### src/rtl/pipelined_adder_pkg.sv
// Shared defaults and chunk-width helper for the pipelined adder.
package pipelined_adder_pkg;

  localparam int DEF_WIDTH  = 64;
  localparam int DEF_STAGES = 4;

  function automatic int calc_cw(input int width, input int stages);
    return (stages >= 1) ? width / stages : 0;
  endfunction

endpackage

### src/rtl/pipelined_adder_chunk.sv
// Combinational CW-bit add with carry in/out; one instance per pipeline stage.
module adder_chunk #(
  parameter int CW = 16
) (
  input  logic [CW-1:0] a,
  input  logic [CW-1:0] b,
  input  logic          ci,
  output logic [CW-1:0] s,
  output logic          co
);

  assign {co, s} = {1'b0, a} + {1'b0, b} + {{CW{1'b0}}, ci};

endmodule

### src/rtl/pipelined_adder.sv
// Carry-chunked pipelined adder/subtractor with valid/ready flow control.
// Optional signed-overflow output enabled by defining PIPE_ADDER_OVF_EN.
module pipelined_adder
  import pipelined_adder_pkg::*;
#(
  parameter int WIDTH  = DEF_WIDTH,
  parameter int STAGES = DEF_STAGES
) (
  input  logic             clk,
  input  logic             rst,
  input  logic             in_valid,
  output logic             in_ready,
  input  logic [WIDTH-1:0] a,
  input  logic [WIDTH-1:0] b,
  input  logic             cin,
  input  logic             sub,
  output logic             out_valid,
  input  logic             out_ready,
  output logic [WIDTH-1:0] sum,
  output logic             cout
`ifdef PIPE_ADDER_OVF_EN
  ,
  output logic             ovf
`endif
);

  localparam int CW = calc_cw(WIDTH, STAGES);

  if ((STAGES < 1) || (CW < 1) || ((WIDTH % STAGES) != 0)) begin : g_bad_cfg
    $error("pipelined_adder: WIDTH must be a positive multiple of STAGES");
  end

  logic adv;

  logic [STAGES-1:0]            vld_q, vld_d;
  logic [STAGES-1:0][WIDTH-1:0] a_q, a_d;
  logic [STAGES-1:0][WIDTH-1:0] bb_q, bb_d;
  logic [STAGES-1:0][WIDTH-1:0] sum_q, sum_d;
  logic [STAGES-1:0]            c_q, c_d;

  // Per-stage inputs: stage 0 sees the port, later stages see the previous register.
  logic [STAGES-1:0]            op_v;
  logic [STAGES-1:0][WIDTH-1:0] op_a;
  logic [STAGES-1:0][WIDTH-1:0] op_b;
  logic [STAGES-1:0]            op_c;
  logic [STAGES-1:0][WIDTH-1:0] part;
  logic [STAGES-1:0][CW-1:0]    ch_sum;
  logic [STAGES-1:0]            ch_co;

  assign out_valid = vld_q[STAGES-1];
  assign adv       = !out_valid || out_ready;
  assign in_ready  = adv;

  for (genvar k = 0; k < STAGES; k++) begin : g_stage
    if (k == 0) begin : g_in
      assign op_v[k] = in_valid;
      assign op_a[k] = a;
      assign op_b[k] = sub ? ~b : b;
      assign op_c[k] = cin ^ sub;
      assign part[k] = '0;
    end else begin : g_fwd
      assign op_v[k] = vld_q[k-1];
      assign op_a[k] = a_q[k-1];
      assign op_b[k] = bb_q[k-1];
      assign op_c[k] = c_q[k-1];
      assign part[k] = sum_q[k-1];
    end

    adder_chunk #(.CW(CW)) u_chunk (
      .a  (op_a[k][k*CW +: CW]),
      .b  (op_b[k][k*CW +: CW]),
      .ci (op_c[k]),
      .s  (ch_sum[k]),
      .co (ch_co[k])
    );
  end

  always_comb begin
    vld_d = vld_q;
    a_d   = a_q;
    bb_d  = bb_q;
    sum_d = sum_q;
    c_d   = c_q;
    if (adv) begin
      for (int k = 0; k < STAGES; k++) begin
        vld_d[k]              = op_v[k];
        a_d[k]                = op_a[k];
        bb_d[k]               = op_b[k];
        sum_d[k]              = part[k];
        sum_d[k][k*CW +: CW]  = ch_sum[k];
        c_d[k]                = ch_co[k];
      end
    end
  end

  always_ff @(posedge clk or posedge rst) begin
    if (rst) begin
      vld_q <= '0;
      a_q   <= '0;
      bb_q  <= '0;
      sum_q <= '0;
      c_q   <= '0;
    end else begin
      vld_q <= vld_d;
      a_q   <= a_d;
      bb_q  <= bb_d;
      sum_q <= sum_d;
      c_q   <= c_d;
    end
  end

  assign sum  = sum_q[STAGES-1];
  assign cout = c_q[STAGES-1];

  // Operands leaving the last stage have no further consumer.
  logic unused_tail;
  assign unused_tail = ^{a_q[STAGES-1], bb_q[STAGES-1]};

`ifdef PIPE_ADDER_OVF_EN
  logic ovf_q, ovf_d;

  // Carry into the MSB is recovered as a ^ b' ^ sum at that bit.
  always_comb begin
    ovf_d = ovf_q;
    if (adv) begin
      ovf_d = op_a[STAGES-1][WIDTH-1] ^ op_b[STAGES-1][WIDTH-1]
            ^ ch_sum[STAGES-1][CW-1] ^ ch_co[STAGES-1];
    end
  end

  always_ff @(posedge clk or posedge rst) begin
    if (rst) ovf_q <= 1'b0;
    else     ovf_q <= ovf_d;
  end

  assign ovf = ovf_q;
`endif

endmodule
### config.mk
export PLATFORM = sky130hd
export DESIGN_NAME = pipelined_adder
export DESIGN_NICKNAME = d
export VERILOG_FILES = /design/src/rtl/pipelined_adder_pkg.sv /design/src/rtl/pipelined_adder_chunk.sv /design/src/rtl/pipelined_adder.sv
export SDC_FILE = /design/constraint.sdc
export NUM_CORES = 1
export LEC_CHECK = 0
export CAP_MARGIN = 5
export CORE_MARGIN = 2
export CORE_UTILIZATION = 55
export DETAILED_ROUTE_END_ITERATION = 7
export PLACE_DENSITY_LB_ADDON = 0.15
export REMOVE_ABC_BUFFERS = 1
export SLEW_MARGIN = 20
export SYNTH_ARGS = -nofsm -noshare
export SYNTH_HDL_FRONTEND = slang
export SYNTH_HIERARCHICAL = 1
export SYNTH_SLANG_ARGS = --single-unit
### constraint.sdc
create_clock -name clk -period 37.4 [get_ports clk]
set_input_delay 11.22 -clock clk [delete_from_list [all_inputs] [get_ports clk]]
set_output_delay 11.22 -clock clk [all_outputs]
set_load 0.1 [all_outputs]
### Word level (Yosys, flattened, before mapping)

Index checks and enable logic that the tools add are counted.

* add/subtract/negate cells: 8
* reduce and logical (&&, ||, !) cells: 2
* muxes and demuxes: 1
* bitwise operators: 2

Operators by type and width (number)
* adder 16 x 16 -> 17 bit: 4
* adder 17 x 1 -> 17 bit: 4
* two-way mux 64 bit: 1
* inverter 64 bit: 1
* zero test 1 bit: 1
* logical OR 1 bit: 1
* XOR 1 bit: 1

* word-level logic and storage cells: 25
* output and inout bits: 67
* register bits: 552

### Longest topological paths before layout

* depth in word-level cells: 4
* depth in mapped cells: 11

### By module

Netlist, hierarchy kept.

Modules (own cells, without submodules)
* pipelined_adder: cells each 834, times used 1, area each 14189.9 µm²
* adder_chunk (g_stage[1].u_chunk ...): cells each 89, times used 2, area each 733.2 µm²
* adder_chunk (g_stage[3].u_chunk): cells each 102, times used 1, area each 770.7 µm²
* adder_chunk (g_stage[0].u_chunk): cells each 94, times used 1, area each 747.0 µm²

### Worst setup path before layout

OpenSTA, ideal clock, no wires.

* kind: input-to-output
* from: input out_ready
* to: output in_ready
* cell stages on the path: 4
* arrival: 11.879 ns
* path slack: 14.301 ns
* cells stage by stage: nand2b_1 > buf_6 > buf_6 > buf_6

* word-level cells in the longest chain between the ends: 1

Ends and longest elaborated chain
* start: declaration: RTL line pipelined_adder.sv:18 `input logic out_ready,`
* logical OR 1 bit: RTL line pipelined_adder.sv:51 `assign adv = !out_valid || out_ready;`
* end: declaration: RTL line pipelined_adder.sv:12 `output logic in_ready,`

No other way between the ends.

### Worst setup path in the final report

Ends and elaborated chain as after synthesis.

==> run_results.csv <==
group,metric,value,unit
clock_network,cts-buffers-inserted,39,
critical_path,cp_max_fo,54,
synthesis,synthSimpleGateAreaFrac,2.47,%
place,dp_hpwl,20300,um
timing,finalClockSkew,11.0,ps
clock_network,insertion_delay,520,ps
drt,route.detailed.drc,0,
floorplanning,io_pins,201,
critical_path,cp.required,26180,ps
global_route,grt_pass1_wl,51400,um
place,dpl_cell_area,19300,sq um
drt,wl_met2,14500,um
drt,wl_met1,14200,um
drt,drtAntennaViolNets,0,
critical_path,critical-path-max-stage-delay,600,ps
critical_path,criticalPathCategory,"in2out",
global_route,antenna_found_initial,0,
finish,antenna_cells,0,
timing,slew_headroom,28.8,%
global_route,grt_max_degree,187,
place,placed_cells,1759,
clock_network,ctsResizeCount,0,
timing,rsz0062_at_grt,"false",
synthesis,syn_area_per_cell,14.2,sq um
drt,avgViaCountPerCell,5.39,
synthesis,async_reset_ff_share,100,%
place,portBuffers,200,
floorplanning,core,30700,sq um
power_and_ir_drop,peakVddDrop,0.0000674,V
critical_path,critPathLaunchType,"input pin",
floorplanning,initial_core_util,56.0,%
critical_path,end_kind,"output port",
drt,drt_iter0_drc,440,
synthesis,synth_xor_area_share,6.07,%
clock_network,cts_root_buf,"clkbuf_16",
power_and_ir_drop,total_power,2.07,mW
finish,area_delta_synth_final,19.3,%
finish,instances_no_fill,1826,
clock_network,cts_hold_buf,0,
clock_network,cts_tree,"yes",
drt,post_drt_wl_per_cell,16.7,um
floorplanning,dieHeight,181,um
synthesis,synth_ff_type,"dfrtp_1",
synthesis,yosys_register_bits,360,
drt,detail_route.first_pass.iterations,4,
synthesis,synth_compound_area_share,6.55,%
finish,nets,1606,
finish,drive_above_1_share,32.0,%
global_route,grt_usage,19.0,%
synthesis,yosys.area.top_type,"dfrtp_1",
clock_network,clockBufferDepth,3,
finish,final_common_cell,"dfrtp_1",
global_route,grt_pass1_vias,10191,
clock_network,postCtsSetupRepairBufs,0,
synthesis,synthCells,1208,
run,cap_violations,0,
min_path,holdCritPathClass,"reg2reg",
synthesis,ys_warn_count,6,
timing,period_minus_slack,23970,ps
clock_network,numClockSinks,360,
timing,slew_violations,0,
synthesis,synth_cell_type_count,53,
synthesis,synth_top_family_by_area,"multiplexers",
synthesis,netlist_area,17200,sq um
timing,tns,0,ps
floorplanning,die_x,181,um
timing,hold_viol_final,0,
critical_path,crit_family,"buffers and inverters",
finish,design_area,20500,sq um
timing,fin_crit_sh,64.1,%
floorplanning,num_rows,64,
status,status,"completed",
power_and_ir_drop,p_leak,8.83,nW
timing,finalHoldWorstSlack,454,ps
drt,wl,30600,um
timing,setup_viol,0,
drt,met3WireLength,1360,um
critical_path,path_cells,"clkdlybuf4s50_1, nand2b_4, buf_4",
drt,vias,9847,
critical_path,arrival,12750,ps
finish,final_cell_mix,"dfrtp_1, mux2_2, clkdlybuf4s50_1",
critical_path,slowest_stage,"nand2b_4",
clock_network,clkSlewWorstSetupHoldPaths,60,ps
synthesis,synth_top_area_share,52.5,%
drt,highest_layer,"met4",
place,gp_congestion,0.812,
global_route,gr-total-overflow,0,
power_and_ir_drop,powerDensity,101,nW/um^2
synthesis,ys_seq_area_share,52.5,%
timing,worstMarginPinSlew,1060,ps
floorplanning,die_area,32700,sq um
synthesis,synth_edf_count,0,
timing,timing.fmax,41.7,MHz
synthesis,muxShareOfSynthArea,24.2,%
critical_path,critPathBufInv,2,
synthesis,yosys-top-cells-area,"dfrtp_1, mux2_2, xor2_1, ha_1, mux2_4",
synthesis,synth_fa_ha_area_share,5.30,%
clock_network,htree_levels,2,
worst register-to-register path, stage by stage, from the launching register on:
cell and delay [ps]:
dfrtp_1 400, nand2b_4 560, buf_4 760, buf_12 630, mux2_2 690
worst paths after layout:
| path | from | end | slack [ps] | depth (start not counted) |
|---|---|---|---|---|
| worst max-delay path | out_ready | in_ready | 13430 | 3 |
| worst min-delay path | vld_q[2]$_DFFE_PP0P_ | vld_q[3]$_DFFE_PP0P_ | 450 | 1 |
| worst max register to register | vld_q[3]$_DFFE_PP0P_ | part[148]$_DFFE_PP0P_ | 34240 | 4 |
| worst min register to register | vld_q[2]$_DFFE_PP0P_ | vld_q[3]$_DFFE_PP0P_ | 450 | 1 |
| max in group asynchronous | rst | bb_q[106]$_DFFE_PP0P_ | 23880 | 4 |
| min in group asynchronous | rst | a_q[29]$_DFFE_PP0P_ | 11260 | 2 |
registers in the layout (all words and copies together) (netlist names):
register,flops
a_q,96
bb_q,96
part,96
sum,64
c_q,4
vld_q,4
cells in the mapped netlist, types with 7 or more instances:
cell type	count
a21o_1	19
a21oi_1	43
a21oi_2	12
buf_2	13
buf_6	33
dfrtp_1	360
fa_1	8
ha_1	60
inv_1	11
mux2_2	327
mux2_4	29
nand2_1	19
nand2b_1	7
nand3_1	12
nand4_1	7
nor2_1	16
o21ai_0	14
o21bai_1	10
xnor2_1	31
xor2_1	88
metal layers:
layer | vias up | GRT usage [%]
li1 | 4727 | -
met1 | 4890 | 26.2
met2 | 182 | 31.4
met3 | 48 | 3.49
met4 | 0 | 4.84
met5 | - | 0
cell type report:
cell class,instances,area (sq um)
clock inverter,8,65.1
inverter,12,52.6
sequential,360,9010
fill,2311,10200
tap,396,495
multi-input combinational,785,7660
timing repair buffer,206,2070
clock buffer,59,1140
metrics by stage:
stage | util [%] | setup slack [ps]
6_report | 66.8 | 13430
5_1_grt | 66.8 | 13370
4_1_cts | 66.8 | 13420
3_5_place_dp | 62.9 | 13420
3_3_place_gp | 62.9 | 13420
2_1_floorplan | - | 5410
where the power goes:
group	switching (mW)	internal, mW	total (mW)	leakage [nW]
registers	0.0927	0.569	0.662	4.20
clock network	0.146	0.217	0.363	0.598
logic	0.605	0.445	1.05	4.03
cells by family after synthesis:
kind of cell	after synthesis
flip-flops	360
multiplexers	359
AO/OA/AOI/OAI	156
adder cells (fa/ha/maj)	68
buffers and inverters	63
AND/OR/NAND/NOR	83
XOR/XNOR	119
Note: power is estimated with default switching activity, not from simulation.
